### config.mk
export PLATFORM = sky130hd
export DESIGN_NAME = tpg_mode_ctrl
export DESIGN_NICKNAME = d
export VERILOG_FILES = /design/src/rtl/tpg_pkg.sv /design/src/rtl/btn_debounce.sv /design/src/rtl/tpg_mode_ctrl.sv
export SDC_FILE = /design/constraint.sdc
export NUM_CORES = 1
export LEC_CHECK = 0
export CORE_UTILIZATION = 46
export CTS_CLUSTER_SIZE = 25
export DETAILED_ROUTE_END_ITERATION = 8
export GPL_TIMING_DRIVEN = 0
export MAX_ROUTING_LAYER = met4
export PLACE_DENSITY_LB_ADDON = 0.1
export SLEW_MARGIN = 10
export SYNTH_ARGS = -nofsm -noshare
export SYNTH_HDL_FRONTEND = slang
export SYNTH_SLANG_ARGS = --single-unit
export TNS_END_PERCENT = 30
### constraint.sdc
create_clock -name clk_pix -period 6.2 [get_ports clk_pix]
set_input_delay 0.62 -clock clk_pix [delete_from_list [all_inputs] [get_ports clk_pix]]
set_output_delay 0.62 -clock clk_pix [all_outputs]
set_load 0.1 [all_outputs]
### src/rtl/tpg_pkg.sv
// Shared TPG definitions: pattern mode codes, VGA 640x480 timing
// and the button debounce state encoding.
package tpg_pkg;

  localparam int MODE_W = 2;

  typedef logic [MODE_W-1:0] mode_t;

  localparam mode_t MODE_BARS  = 2'd0;
  localparam mode_t MODE_GRID  = 2'd1;
  localparam mode_t MODE_CHECK = 2'd2;
  localparam mode_t MODE_CHAR  = 2'd3;

  localparam int VGA_H_ACTIVE = 640;
  localparam int VGA_H_FP     = 16;
  localparam int VGA_H_SYNC   = 96;
  localparam int VGA_H_BP     = 48;
  localparam int VGA_H_TOTAL  = 800;
  localparam int VGA_V_ACTIVE = 480;
  localparam int VGA_V_FP     = 10;
  localparam int VGA_V_SYNC   = 2;
  localparam int VGA_V_BP     = 33;
  localparam int VGA_V_TOTAL  = 525;

  typedef enum logic [1:0] {
    S_LOW,
    S_WAIT_HIGH,
    S_HIGH,
    S_WAIT_LOW
  } db_state_t;

endpackage

### src/rtl/btn_debounce.sv
// Push-button conditioner: 2-flop synchronizer, then a level FSM that
// needs DEBOUNCE_CYCLES stable cycles to accept an edge.
module btn_debounce
  import tpg_pkg::*;
#(
  parameter int unsigned DEBOUNCE_CYCLES = 250000
) (
  input  logic clk,
  input  logic rst_n,
  input  logic btn,
  output logic press,
  output logic level
);

  localparam int CW = $clog2(DEBOUNCE_CYCLES + 1);
  localparam logic [CW-1:0] LAST = CW'(DEBOUNCE_CYCLES - 1);

  logic [1:0]    sync;
  logic          synced;
  db_state_t     state;
  logic [CW-1:0] cnt;

  assign synced = sync[1];
  assign level  = (state == S_HIGH) || (state == S_WAIT_LOW);

  always_ff @(posedge clk or negedge rst_n) begin
    if (!rst_n) begin
      sync  <= '0;
      state <= S_LOW;
      cnt   <= '0;
      press <= 1'b0;
    end else begin
      sync  <= {sync[0], btn};
      press <= 1'b0;
      unique case (state)
        S_LOW: begin
          if (synced) begin
            state <= S_WAIT_HIGH;
            cnt   <= '0;
          end
        end
        S_WAIT_HIGH: begin
          if (!synced) begin
            state <= S_LOW;
          end else if (cnt == LAST) begin
            state <= S_HIGH;
            press <= 1'b1;
          end else begin
            cnt <= cnt + 1'b1;
          end
        end
        S_HIGH: begin
          if (!synced) begin
            state <= S_WAIT_LOW;
            cnt   <= '0;
          end
        end
        S_WAIT_LOW: begin
          if (synced) begin
            state <= S_HIGH;
          end else if (cnt == LAST) begin
            state <= S_LOW;
          end else begin
            cnt <= cnt + 1'b1;
          end
        end
        default: state <= S_LOW;
      endcase
    end
  end

endmodule

### src/rtl/tpg_mode_ctrl.sv
// Frame-synchronous pattern mode controller: button, auto-cycle and
// host load requests are queued and applied only at vblank start.
module tpg_mode_ctrl
  import tpg_pkg::*;
#(
  parameter int unsigned V_ACTIVE        = VGA_V_ACTIVE,
  parameter int unsigned DEBOUNCE_CYCLES = 250000,
  parameter int unsigned AUTO_FRAMES     = 120,
  parameter int unsigned NUM_MODES       = 4
) (
  input  logic              clk_pix,
  input  logic              resetn,
  input  logic [9:0]        hcount,
  input  logic [9:0]        vcount,
  input  logic              btn_next,
  input  logic              auto_en,
  input  logic              load_req,
  input  logic [MODE_W-1:0] load_mode,
  output logic [MODE_W-1:0] mode,
  output logic              mode_changed,
  output logic              pending
);

  localparam int FW = $clog2(AUTO_FRAMES + 1);
  localparam logic [FW-1:0] FLAST = FW'(AUTO_FRAMES - 1);
  localparam mode_t MLAST = MODE_W'(NUM_MODES - 1);

  logic          vb_pulse;
  logic          btn_press;
  logic          next_pend;
  logic          load_pend;
  mode_t         load_val;
  mode_t         mode_nx;
  logic          auto_exp;
  logic [FW-1:0] frame_cnt;

  btn_debounce #(
    .DEBOUNCE_CYCLES(DEBOUNCE_CYCLES)
  ) u_db (
    .clk  (clk_pix),
    .rst_n(resetn),
    .btn  (btn_next),
    .press(btn_press),
    .level()
  );

  assign auto_exp = vb_pulse && auto_en && (frame_cnt == FLAST);
  assign pending  = next_pend | load_pend;

  // Host load outranks any advance; button and auto collapse to one +1.
  always_comb begin
    mode_nx = mode;
    if (load_pend)
      mode_nx = load_val;
    else if (next_pend || auto_exp)
      mode_nx = (mode == MLAST) ? '0 : mode + 1'b1;
  end

  always_ff @(posedge clk_pix or negedge resetn) begin
    if (!resetn) begin
      vb_pulse     <= 1'b0;
      frame_cnt    <= '0;
      next_pend    <= 1'b0;
      load_pend    <= 1'b0;
      load_val     <= MODE_BARS;
      mode         <= MODE_BARS;
      mode_changed <= 1'b0;
    end else begin
      vb_pulse <= (hcount == '0) && (vcount == 10'(V_ACTIVE));

      if (!auto_en || btn_press || load_req)
        frame_cnt <= '0;
      else if (vb_pulse)
        frame_cnt <= auto_exp ? '0 : frame_cnt + 1'b1;

      // A request in the vb_pulse cycle survives the clear for next frame.
      next_pend <= btn_press | (next_pend & ~vb_pulse);

      if (load_req) begin
        load_pend <= 1'b1;
        load_val  <= load_mode;
      end else if (vb_pulse) begin
        load_pend <= 1'b0;
      end

      mode_changed <= 1'b0;
      if (vb_pulse) begin
        mode         <= mode_nx;
        mode_changed <= (mode_nx != mode);
      end
    end
  end

endmodule

[Yosys cells after proc, flatten, opt, wreduce, memory -nomap -nowiden]
Index checks and enable logic that the tools add are counted.
Storage, ports and cells
  register bits: 38
  output and inout port bits: 4
  memory bits (writable): 0
  memory bits (read-only): 0
  memories: 0
  bits in latches: 0
  word-level logic and storage cells: 70
Operators by class
  div/mod/pow operators: 0
  shift operators: 0
  multipliers: 0
  mux-type cells: 25
  equality and inequality tests: 14
  bitwise logic cells: 4
  magnitude comparators: 0
  reductions and logical operators: 13
  add/subtract/negate cells: 3
Operator list (count)
  $mux W18: 5
  $pmux W18 S4: 1
  $mux W7: 3
  $add A18 B1 Y18 const B: 1
  $eq A18 B18 Y1 const B: 1
  $mux W2: 9
  $eq A10 B9 Y1 const B: 1
  $logic_not A10 Y1: 1
  $pmux W2 S4: 1
  $reduce_and A4 Y1: 2
  $add A7 B1 Y7 const B: 1
  $eq A7 B7 Y1 const B: 1
  $eq A2 B2 Y1 const B: 3
  $mux W1: 6
  $ne A2 B1 Y1 const B: 2
  $ne A2 B2 Y1 const B: 2
  $reduce_bool A2 Y1: 2
  $logic_and A1 B1 Y1: 3
  $logic_or A1 B1 Y1: 3
  $ne A3 B2 Y1 const B: 1
  $ne A3 B3 Y1 const B: 1
  $add A2 B1 Y2 const B: 1
  $eq A2 B1 Y1 const B: 1
  $logic_not A2 Y1: 1
  other kinds (5): 6

[Depth between registers and ports, before layout]
Gate-level depths: netlist of the first run.
  depth after elaboration: 7
  mapped depth: 7
  gate-level depth less buffers: 6

[Cells and area by module]
From an unflattened synthesis of the first run, not the netlist that was laid out.
Unflattened totals
  cell total of the unflattened synthesis: 223
  area total of the unflattened synthesis: 2123.3 um2
Modules (own cells, without submodules)
  btn_debounce: area an instance 1297.5 um2, times used 1, sequential area each 575.6 um2, cells an instance 139
  tpg_mode_ctrl: area an instance 825.8 um2, times used 1, sequential area each 375.4 um2, cells an instance 84

[Worst setup path after synthesis of the first run]
No wires, ideal clock.
  path kind: reg2reg
  start: register u_db.cnt[11]
  end: register (tool-made name)
  arrival time: 2.016 ns
  stages on the path, launching flop included: 5
  required time: 6.075 ns
  period minus slack after synthesis: 2.141 ns
  path buffers: 0
  setup time: 0.125 ns
  setup slack: 4.059 ns
  cells stage by stage: dfrtp_1 > or4_1 > or4_4 > nor2_1 > mux2_2
RTL lines
  start, declared: RTL line btn_debounce.sv:21  | logic [CW-1:0] cnt;
  start signal, assigned: RTL line btn_debounce.sv:49  | cnt <= cnt + 1'b1;
  start signal, assigned: RTL line btn_debounce.sv:64  | cnt <= cnt + 1'b1;

[Final worst setup path of the first run]
  start: register load_pend
  end: output port pending
Between the ends
  cells in the longest elaborated chain, start to end: 1
RTL lines
  start, declared: RTL line tpg_mode_ctrl.sv:31  | logic load_pend;
  start signal, assigned: RTL line tpg_mode_ctrl.sv:64  | load_pend <= 1'b0;
  start signal, assigned: RTL line tpg_mode_ctrl.sv:80  | load_pend <= 1'b1;
  start signal, assigned: RTL line tpg_mode_ctrl.sv:83  | load_pend <= 1'b0;
  $or A1 B1 Y1: RTL line tpg_mode_ctrl.sv:48  | assign pending = next_pend | load_pend;
  end, declared: RTL line tpg_mode_ctrl.sv:21  | output logic pending
Every way passes these cells.

==> results.md, run 1 <==
* Starting Density at 49.20%
* Clk_skew at 0.003933 ns
* #FFs+latches synth at 38
* Final hold vios at 0
* Rows at 23
* Antenna cells at 0
* Number of gates resized after CTS at 0
* Synth Instances at 210
* Crit path launch type: flop
* Actual slew at the worst max-slew pin at 0.9579 ns
* Fin worst setup slack at 3.379 ns
* Port bufs at 30
* CTS Root Cell: clkbuf_8
* HPWL Detailed at 3.119 mm
* GR Util All Layers at 21.63%
* Synth warn at 0
* Pre-antenna DRT Iters at 4
* Largest net degree at the start of global routing at 33
* Kind of critical path: reg2out
* Final net count at 278
* Layout fillers at 370
* Status: completed
* Post-CTS Setup Bufs at 0
* Worst Path Required at 5.58 ns
* Die Y at 68.12 um
* Vias at 1691
* TritonCTS Buffers at 5
* CTS Sinks at 38
* Cell taking the most area after synthesis: dfrtp_1
* Clk slew on worst S/H paths at 0.07 ns
* Dpl cells at 291
* Antenna-violating nets left at 0
* I/O pins at 31
* CTS max path bufs at 2
* Tcrit/Tclk final at 45.50%
* Slew margin rel. at 35.94%
* Syn Area/Cell at 9.575 um2
* Share of layout cells above drive strength 1 at 10.12%
* CP max FO at 10
* Die Width at 68.12 um
* Remaining global-route overflow at 0
* Max Cap Violations at 0
* # setup viols final at 0
* Area of the mapped netlist at 0.002011 mm2
* Post-Syn Nets at 240
* Area grow syn2layout at 22.90%
* RSZ-0062 raised after global routing: no
* Gpl congestion at 0.8075
* Post-synthesis sequential area ratio at 47.29%
* Core Region at 0.004086 mm2
* Reg2reg path depth at 4
* EDFF count, synth at 0
* Synth Flop Type: dfrtp_1
* Final Power at 475.2 uW
* Mean number of vias per cell at 5.694
* Non-filler cells, final at 297
* Fmax at 354.5 MHz
* Worst r2r src: u_db.cnt[11]
* Die area at 0.004640 mm2
* CTS tree: done
* Vias in the first global route at 1600
* Minimum clock period at 2.821 ns
* H-tree depth at 2
* Drt first-iter violations at 128
* Top-area cell type share of the netlist area at 47.29%
* VDD IR max at 110.9 uV
* Power density cells at 192.3 mW/mm2
* Initial antenna violation count at 0
* Setup Total Neg Slack at 0 ns
* Final WL at 4.228 mm
* Pleak at 1.020 nW
* Avg WL per Cell at 14.24 um
* Global-route wire length before repair at 7.155 mm
* Hold Crit Class: in2async
* Critical Path End Type: output port
* Dpl ws at 3.689 ns
* DRC at 0
* Final Max Slew Viols at 0
* Synth unique cells at 45
* Share of synthesized registers carrying an async set or reset at 100.0%
* R2R setup slack at 3.89 ns
* Clock latency on the worst-skew pair at 0.29 ns
* Area contributors post-synth: dfrtp_1 47%, o21ai_0 4.2%, nand2_1 4.1%
* Worst Path Arrival at 2.20 ns
* Cts hold-fix bufs at 0
cells in the mapped netlist (4+ instances only):
| cell | n |
|---|---|
| nand3_1 | 16 |
| o31ai_1 | 4 |
| inv_1 | 5 |
| xor2_1 | 5 |
| clkbuf_1 | 4 |
| o21ai_0 | 17 |
| a21o_1 | 6 |
| or3_1 | 6 |
| nor2_1 | 13 |
| nor3_1 | 4 |
| nor4_1 | 5 |
| nand4_1 | 4 |
| a21oi_1 | 11 |
| dfrtp_1 | 38 |
| nand2_1 | 22 |
| mux2_2 | 4 |
kinds of logic after synthesis:
logic type                 share of synthesized area [%]
muxes                                              2.240
buffers and inverters                              2.862
AOI/OAI and AO/OA                                  19.35
adders and majority gates                          1.867
xor gates and xnor gates                           3.485
DFF                                                47.29
and+or+nand+nor                                    22.90
per-stage QoR:
stage                     util (%)  hold WS [ns]  instance area (um2)
after floorplan                  -        0.3244                 2011
after global placement       58.08        0.3330                 2374
after detailed placement     58.45        0.3410                 2389
after CTS                    60.47        0.1710                 2471
after global routing         60.47        0.1674                 2471
final                        60.47        0.1668                 2471
worst max-delay path by stage:
stage / start / endpoint / slack (ns) / cells after the start
detailed placement: load_pend / pending / 3.69 / 3
global placement: resetn / u_db.cnt[15] / 3.59 / 1
CTS: load_pend / pending / 3.37 / 3
finish: load_pend / pending / 3.38 / 3
global route: load_pend / pending / 3.31 / 3
floorplan: u_db.cnt[11] / flop / 4.06 / 4
state kept, by name, indices dropped and copies added (netlist names), 2 cells and up, named ones only:
name and count:
frame_cnt 7, load_val 2, mode 2, u_db.cnt 18, u_db.sync 2
power breakdown:
group	leakage (nW)	switching [mW]	total (mW)	internal (mW)
combinational	0.470	0.0217	0.0470	0.0253
clock	0.0431	0.0829	0.169	0.0858
sequential	0.507	0.00622	0.260	0.253
total	1.02	0.111	0.475	0.364
cell type report:
type / instances / area [um2] / area share [%]
Multi-Input combinational cell: 159 / 1002 / 40.56
Buffer: 6 / 31.28 / 1.266
Clock buffer: 6 / 82.58 / 3.342
Inverter: 7 / 26.28 / 1.063
Tap cell: 50 / 62.56 / 2.532
Timing Repair Buffer: 31 / 315.3 / 12.76
Sequential cell: 38 / 950.9 / 38.48
worst max-delay path: stages (launching register included):
cell	delay, ns
dfrtp_1	0.33
clkbuf_1	0.29
or2_2	0.17
clkdlybuf4s50_1	1.12
layer usage:
metal	track usage (%)	vias up	wire (um)
li1	-	858	-
met1	30.49	785	2168
met2	30.76	43	1781
met3	4.000	5	231
met4	7.813	0	47
met5	-	-	0
cell usage in the layout, fill, tap and decap left out, types with 2 or more instances in the layout:
cell type,count
clkbuf_1,4
nand2_1,22
mux2_2,4
or3_1,6
and3_1,2
o311ai_0,3
inv_2,2
nor4_1,5
a21oi_1,11
a21o_1,6
inv_1,5
nor2_1,13
nand3_1,16
nor4b_1,3
ha_1,3
o21ai_2,2
nand4_1,4
clkdlybuf4s50_1,29
o21ai_0,17
nor3_1,4
xnor2_1,3
xor2_1,5
or2_2,3
a22o_1,3
o2111ai_1,2
o31ai_1,4
buf_2,2
clkbuf_8,6
dfrtp_1,38
o211ai_1,2
Note: power is estimated with default switching activity, not from simulation.
==> run 2: changes to the inputs <==
clock period = 2.8 ns   (was 6.2 ns; I/O delays follow)
==> run 2 against run 1 <==
Compared with the run above:
- sequential power rose by 120%
- critical path depth did not move
- first-iteration DRC count fell by 16%
- sequential share of layout area fell by 0.16 points
- setup slack got worse by 3.1 ns
- flip-flop and latch count did not move
- clock-buffer cell count did not move
- design area rose by 0.41%
- clock skew barely moved
- cell count rose by 0.34%
- utilization rose by 0.24 points
- register-to-register slack got worse by 3.4 ns
==> results.md, run 2 (synthesized netlist as in run 1, its figures left out) <==
* Status: completed
* Final Max Slew Viols at 0 (unchanged)
* Mean number of vias per cell at 5.688 (about the same)
* Clock latency on the worst-skew pair at 0.29 ns (about the same)
* Port bufs at 30 (unchanged)
* Non-filler cells, final at 298 (+0.34%)
* Max Cap Violations at 0 (unchanged)
* Antenna cells at 0 (unchanged)
* Post-CTS Setup Bufs at 0 (unchanged)
* H-tree depth at 2 (unchanged)
* CTS Root Cell: clkbuf_8
* Worst Path Required at 2.52 ns (-3.06 ns)
* Fmax at 403.0 MHz
* Vias in the first global route at 1606 (+0.38%)
* Vias at 1695 (+0.24%)
* Die area at 0.004640 mm2 (unchanged)
* Avg WL per Cell at 14.27 um (+0.25%)
* CP max stage cell: clkdlybuf4s50_1
* Actual slew at the worst max-slew pin at 0.9581 ns (+0.0001667 ns)
* Crit path launch type: flop
* Dpl cells at 291 (unchanged)
* Slew margin rel. at 35.93% (about the same)
* Register name with the most flops: u_db.cnt
* DRC at 0 (unchanged)
* RSZ-0062 raised after global routing: no
* Final WL at 4.253 mm (+0.59%)
* Final hold vios at 0 (unchanged)
* CTS max path bufs at 2 (unchanged)
* Kind of critical path: reg2out
* Crit path largest cell delay at 1.12 ns (about the same)
* Gpl congestion at 0.8075 (unchanged)
* Commonest non-fill, non-tap cell in the layout: dfrtp_1
* Hold WS at 0.3531 ns (+0.1863 ns)
* Pre-antenna DRT Iters at 4 (unchanged)
* CTS Sinks at 38 (unchanged)
* Antenna-violating nets left at 0 (unchanged)
* Share of layout cells above drive strength 1 at 10.08% (-0.041 points)
* Top Registers: u_db.cnt (18), frame_cnt (7)
* Starting Density at 49.20% (unchanged)
* Clk slew on worst S/H paths at 0.07 ns (about the same)
* Post-Route Utilization at 60.72% (+0.24 points)
* Number of gates resized after CTS at 0 (unchanged)
* Pleak at 1.024 nW (+0.41%)
* Final Power at 1.053 mW (+120%)
* Worst Path Arrival at 2.20 ns (about the same)
* # setup viols final at 0 (unchanged)
* Minimum clock period at 2.481 ns
* Final net count at 279 (+0.36%)
* Largest net degree at the start of global routing at 33 (unchanged)
* Max reg flops at 18 (unchanged)
* Remaining global-route overflow at 0 (unchanged)
* CP max FO at 10 (unchanged)
* VDD IR max at 245.8 uV (+120%)
* Clk_skew at 0.003931 ns (-0.000002470 ns)
* TritonCTS Buffers at 5 (unchanged)
* Tcrit/Tclk final at 88.61%
* Initial antenna violation count at 0 (unchanged)
* Hold Crit Class: reg2reg
* Setup Total Neg Slack at 0 ns (unchanged)
* Power density cells at 424.5 mW/mm2 (+120%)
* Commonest cells after routing, fill and taps aside: 38 x dfrtp_1, 29 x clkdlybuf4s50_1, 22 x nand2_1, 17 x o21ai_0, 16 x nand3_1
* CTS tree: done
* HPWL Detailed at 3.119 mm (unchanged)
* Drt first-iter violations at 108 (-16%)
* Area grow syn2layout at 23.40%
* Critical Path End Type: output port
* Rows at 23 (unchanged)
* GR Util All Layers at 21.70% (+0.073 points)
* Die Y at 68.12 um (unchanged)
* Global-route wire length before repair at 7.176 mm (+0.29%)
* Core Region at 0.004086 mm2 (unchanged)
* Die Width at 68.12 um (unchanged)
* Cell Chain, Critical Path: clkbuf_1, or2_2, clkdlybuf4s50_1
* I/O pins at 31 (unchanged)
run 2: area by class of cell:
| class | instances | area [um2] |
|---|---|---|
| repair buffers | 32 | 325.3 |
| flip-flops and latches | 38 | 950.9 |
| inverters | 7 | 26.28 |
| well taps | 50 | 62.56 |
| multi-input cells | 159 | 1002 |
| fillers | 369 | 1605 |
| clock buffers | 6 | 82.58 |
| plain buffers | 6 | 31.28 |
run 2: repair_timing:
item,4_1_cts,5_1_grt
hold buffers,1,0
setup endpoints to repair,0,0
hold endpoints to repair,6,0
run 2: metal layers:
layer	vias up	GRT usage, %	wire length, um
li1	860	-	-
met1	787	30.49	2173
met2	43	31.00	1804
met3	5	4.000	228
met4	0	7.813	47
met5	-	-	0
run 2: worst paths after layout:
kind | start | end | slack (ns) | cells after the start
hold / removal | u_db.sync[0] | u_db.sync[1] | 0.35 | 0
max in group asynchronous | resetn | u_db.sync[0] | 2.01 | 3
min in group asynchronous | resetn | mode[0] | 0.38 | 2
setup / recovery | load_pend | pending | 0.32 | 3
setup reg to reg | u_db.cnt[11] | flop | 0.49 | 4
hold reg to reg | u_db.sync[0] | u_db.sync[1] | 0.35 | 0
run 2: metrics by stage:
stage	instance area, um2	worst slack, ns
floorplan	2011	0.6591
global placement	2374	0.5061
detailed placement	2389	0.5188
CTS	2481	0.3115
global route	2481	0.2501
finish	2481	0.3189
run 2: worst max-delay path: cells and delay by family, from the launching register on:
kind	cells	cell delay, ns
AND/OR/NAND/NOR	1	0.17
flip-flops	1	0.33
buffers and inverters	2	1.41
run 2: power breakdown:
| group | internal (mW) | total [mW] | leakage (nW) | switching (mW) |
|---|---|---|---|---|
| registers | 0.561 | 0.575 | 0.507 | 0.0138 |
| clock network | 0.190 | 0.373 | 0.0431 | 0.183 |
| logic | 0.0569 | 0.105 | 0.474 | 0.0482 |
| total | 0.808 | 1.05 | 1.02 | 0.245 |
==> run 3: changes to the inputs <==
ABC_AREA = 1   (was default)
CORE_UTILIZATION = 35   (was 46)
==> run 3 against run 2 <==
Compared with the run above:
- register-to-register slack better by 0.62 ns
- clock power increased by 6.7%
- die area is 38% higher
- synthesized cell count increased by 34%
- cell count up 33%
- via count rose by 12%
==> results.md, run 3 <==
* Status: completed
* R2R setup slack at 1.11 ns (+0.62 ns)
* Port bufs at 30 (unchanged)
* Setup Total Neg Slack at 0 ns (unchanged)
* Post-Syn Nets at 311 (+30%)
* CTS Root Cell: clkbuf_8
* VDD IR max at 179.1 uV (-27%)
* Final hold vios at 0 (unchanged)
* Initial antenna violation count at 0 (unchanged)
* Kind of critical path: reg2out
* Register name with the most flops: u_db.cnt
* Top-area cell type share of the netlist area at 44.47% (-2.8 points)
* Syn Area/Cell at 7.610 um2 (-21%)
* Die area at 0.006426 mm2 (+38%)
* Vias in the first global route at 1813 (+13%)
* Share of layout cells above drive strength 1 at 8.723% (-1.4 points)
* DRC at 0 (unchanged)
* # setup viols final at 0 (unchanged)
* HPWL Detailed at 3.471 mm (+11%)
* Cell Chain, Critical Path: inv_1, nand2_1, clkdlybuf4s50_1
* Starting Density at 36.12% (-13 points)
* EDFF count, synth at 0 (unchanged)
* Avg WL per Cell at 11.63 um (-18%)
* Synth Area in Adders at 1.755% (-0.11 points)
* Fmax at 429.2 MHz (+6.5%)
* Clk slew on worst S/H paths at 0.07 ns (about the same)
* Drt first-iter violations at 132 (+22%)
* CP delay by family, top: buffers and inverters
* Core Region at 0.005921 mm2 (+45%)
* Crit path launch type: flop
* Area grow syn2layout at 23.87%
* Max reg flops at 18 (unchanged)
* Number of gates resized after CTS at 0 (unchanged)
* Hold depth at 0 (unchanged)
* Synth unique cells at 30 (-33%)
* Area of the mapped netlist at 0.002138 mm2 (+6.3%)
* Synth Flop Type: dfrtp_1
* Largest net degree at the start of global routing at 25 (-24%)
* Clk_skew at 0.008959 ns (+0.005028 ns)
* Antenna cells at 0 (unchanged)
* Vias at 1892 (+12%)
* Power density cells at 423.5 mW/mm2 (-0.23%)
* Share of synthesized registers carrying an async set or reset at 100.0% (unchanged)
* Critical Path End Type: output port
* TritonCTS Buffers at 5 (unchanged)
* Area contributors post-synth: dfrtp_1 44%, nand2_1 12%, nand3_1 9.8%
* #FFs+latches synth at 38 (unchanged)
* H-tree depth at 2 (unchanged)
* Worst R2R End: u_db.cnt[16]
* Reg2reg path depth at 10 (+6)
* Layout fillers at 619 (+68%)
* Die Width at 80.16 um (+18%)
* Actual slew at the worst max-slew pin at 0.9878 ns (+0.02971 ns)
* Synth Instances at 281 (+34%)
* CTS max path bufs at 2 (unchanged)
* Worst r2r src: u_db.cnt[1]
* Final WL at 4.607 mm (+8.3%)
* Slew margin rel. at 33.94% (-2.0 points)
* Cell taking the most area after synthesis: dfrtp_1
* Die Y at 80.16 um (+18%)
* HP Start: u_db.sync[0]
* Pleak at 1.221 nW (+19%)
* Global-route wire length before repair at 8.266 mm (+15%)
* Top Registers: u_db.cnt (18), frame_cnt (7)
* Minimum clock period at 2.330 ns (-0.1514 ns)
* Hold endpoint: u_db.sync[1]
* Synth warn at 0 (unchanged)
* Bufs and invs on worst path at 2 (unchanged)
* Final Power at 1.122 mW (+6.5%)
* Gpl congestion at 0.8318 (+3.0%)
* Worst Path Arrival at 2.05 ns (-0.15 ns)
* CP max FO at 6 (-4)
* Post-CTS Setup Bufs at 0 (unchanged)
* CP max stage cell: clkdlybuf4s50_1
* Clock latency on the worst-skew pair at 0.29 ns (about the same)
* I/O pins at 31 (unchanged)
* Post-synthesis sequential area ratio at 44.47% (-2.8 points)
* Multiplexer share of the synthesized area at 0% (-2.2 points)
* CTS tree: done
* Antenna-violating nets left at 0 (unchanged)
* Post-synthesis compound-gate area fraction at 7.782% (-12 points)
* GR Util All Layers at 17.15% (-4.5 points)
* RSZ-0062 raised after global routing: no
* Worst Path Required at 2.52 ns (about the same)
* Pre-antenna DRT Iters at 4 (unchanged)
* Simple-gate share of the synthesized area at 34.41% (+12 points)
* Most numerous cell in the Yosys netlist: nand2_1
* CTS Sinks at 38 (unchanged)
* Crit path largest cell delay at 1.14 ns (+0.02 ns)
* Commonest non-fill, non-tap cell in the layout: nand2_1
* Commonest cells after routing, fill and taps aside: 68 x nand2_1, 42 x nand3_1, 39 x inv_1, 38 x dfrtp_1, 29 x clkdlybuf4s50_1
* Remaining global-route overflow at 0 (unchanged)
* Hold Crit Class: reg2reg
* Max Cap Violations at 0 (unchanged)
* Post-Synth XOR/XNOR Area at 3.277% (-0.21 points)
* Final Max Slew Viols at 0 (unchanged)
* Rows at 28 (+22%)
* Largest family of logic cells by synthesized area: simple AND/OR/NAND/NOR gates
* Mean number of vias per cell at 4.778 (-16%)
* Post-synth top cells: 68 x nand2_1, 42 x nand3_1, 39 x inv_1
* Tcrit/Tclk final at 83.20% (-5.4 points)
* Final net count at 350 (+25%)
-- run 3: changes by cell type in the layout (fill, tap and decap cells not counted), sizes merged, moves of 6 or more --
cell	delta
nand2	+48
inv	+33
nand3	+28
nor2	+14
a21oi	-7
a21o	-6
or3	-6
-- run 3: routing by layer --
metal | routed length, um | up-vias | GRT usage (%)
met5 | 0 | - | -
met3 | 169 | 2 | 3.409
met1 | 2298 | 864 | 22.50
met2 | 2106 | 35 | 26.67
met4 | 33 | 0 | 5.357
li1 | - | 991 | -
-- run 3: cell families after synthesis --
kind of cell,count (synthesis)
compound gates,28
fa+ha+maj,3
flops,38
xor+xnor,8
buf+inv,44
simple gates,160
-- run 3: worst max-delay path by stage --
stage	cells past startpoint	slack [ns]	from	to
2_1_floorplan	7	0.97	mode[0]	mode_changed
4_1_cts	3	0.46	load_pend	pending
5_1_grt	3	0.36	load_pend	pending
3_3_place_gp	1	0.43	resetn	u_db.cnt[5]
3_5_place_dp	3	0.78	load_pend	pending
6_report	3	0.47	load_pend	pending
-- run 3: final cells by class --
cell class,count,area [um2],share of cell area [%]
buffer,3,23.77,0.8975
clock buffer,7,86.33,3.259
clock inverter,1,5.005,0.1889
inverter,41,153.9,5.810
multi-input combinational,199,1010,38.12
sequential,38,950.9,35.90
tap,75,93.84,3.543
timing repair buffer,32,325.3,12.28
-- run 3: worst register-to-register path, stage by stage (launching register included) --
cell and delay [ns]:
dfrtp_1 0.38, ha_1 0.18, nand2_1 0.07, inv_1 0.08, nand3_1 0.17, nor2_2 0.20, nand3_1 0.13, nor2_1 0.14
nand3_1 0.08, nand3_1 0.08, o21ai_0 0.08
-- run 3: timing repair --
| item | 4_1_cts | 5_1_grt |
|---|---|---|
| hold buffers | 1 | 0 |
| endpoints found under the setup margin | 0 | 0 |
| hold endpoints to repair | 14 | 0 |
-- run 3: metrics by stage --
stage / util (%) / setup WS (ns) / hold slack, ns / instance area, um2 / std cells
final: 44.74 / 0.4703 / 0.3579 / 2649 / 396
after global placement: 42.77 / 0.4316 / 0.3323 / 2532 / 386
after detailed placement: 43.03 / 0.7825 / 0.2258 / 2547 / 387
after floorplan: - / 0.9693 / -0.01559 / 2138 / 281
after global routing: 44.74 / 0.3637 / 0.3781 / 2649 / 396
after CTS: 44.74 / 0.4576 / 0.3593 / 2649 / 396
-- run 3: power by group --
part | internal, mW | switching [mW] | total, mW
combinational | 0.0644 | 0.0803 | 0.145
clock | 0.199 | 0.199 | 0.398
sequential | 0.566 | 0.0128 | 0.579
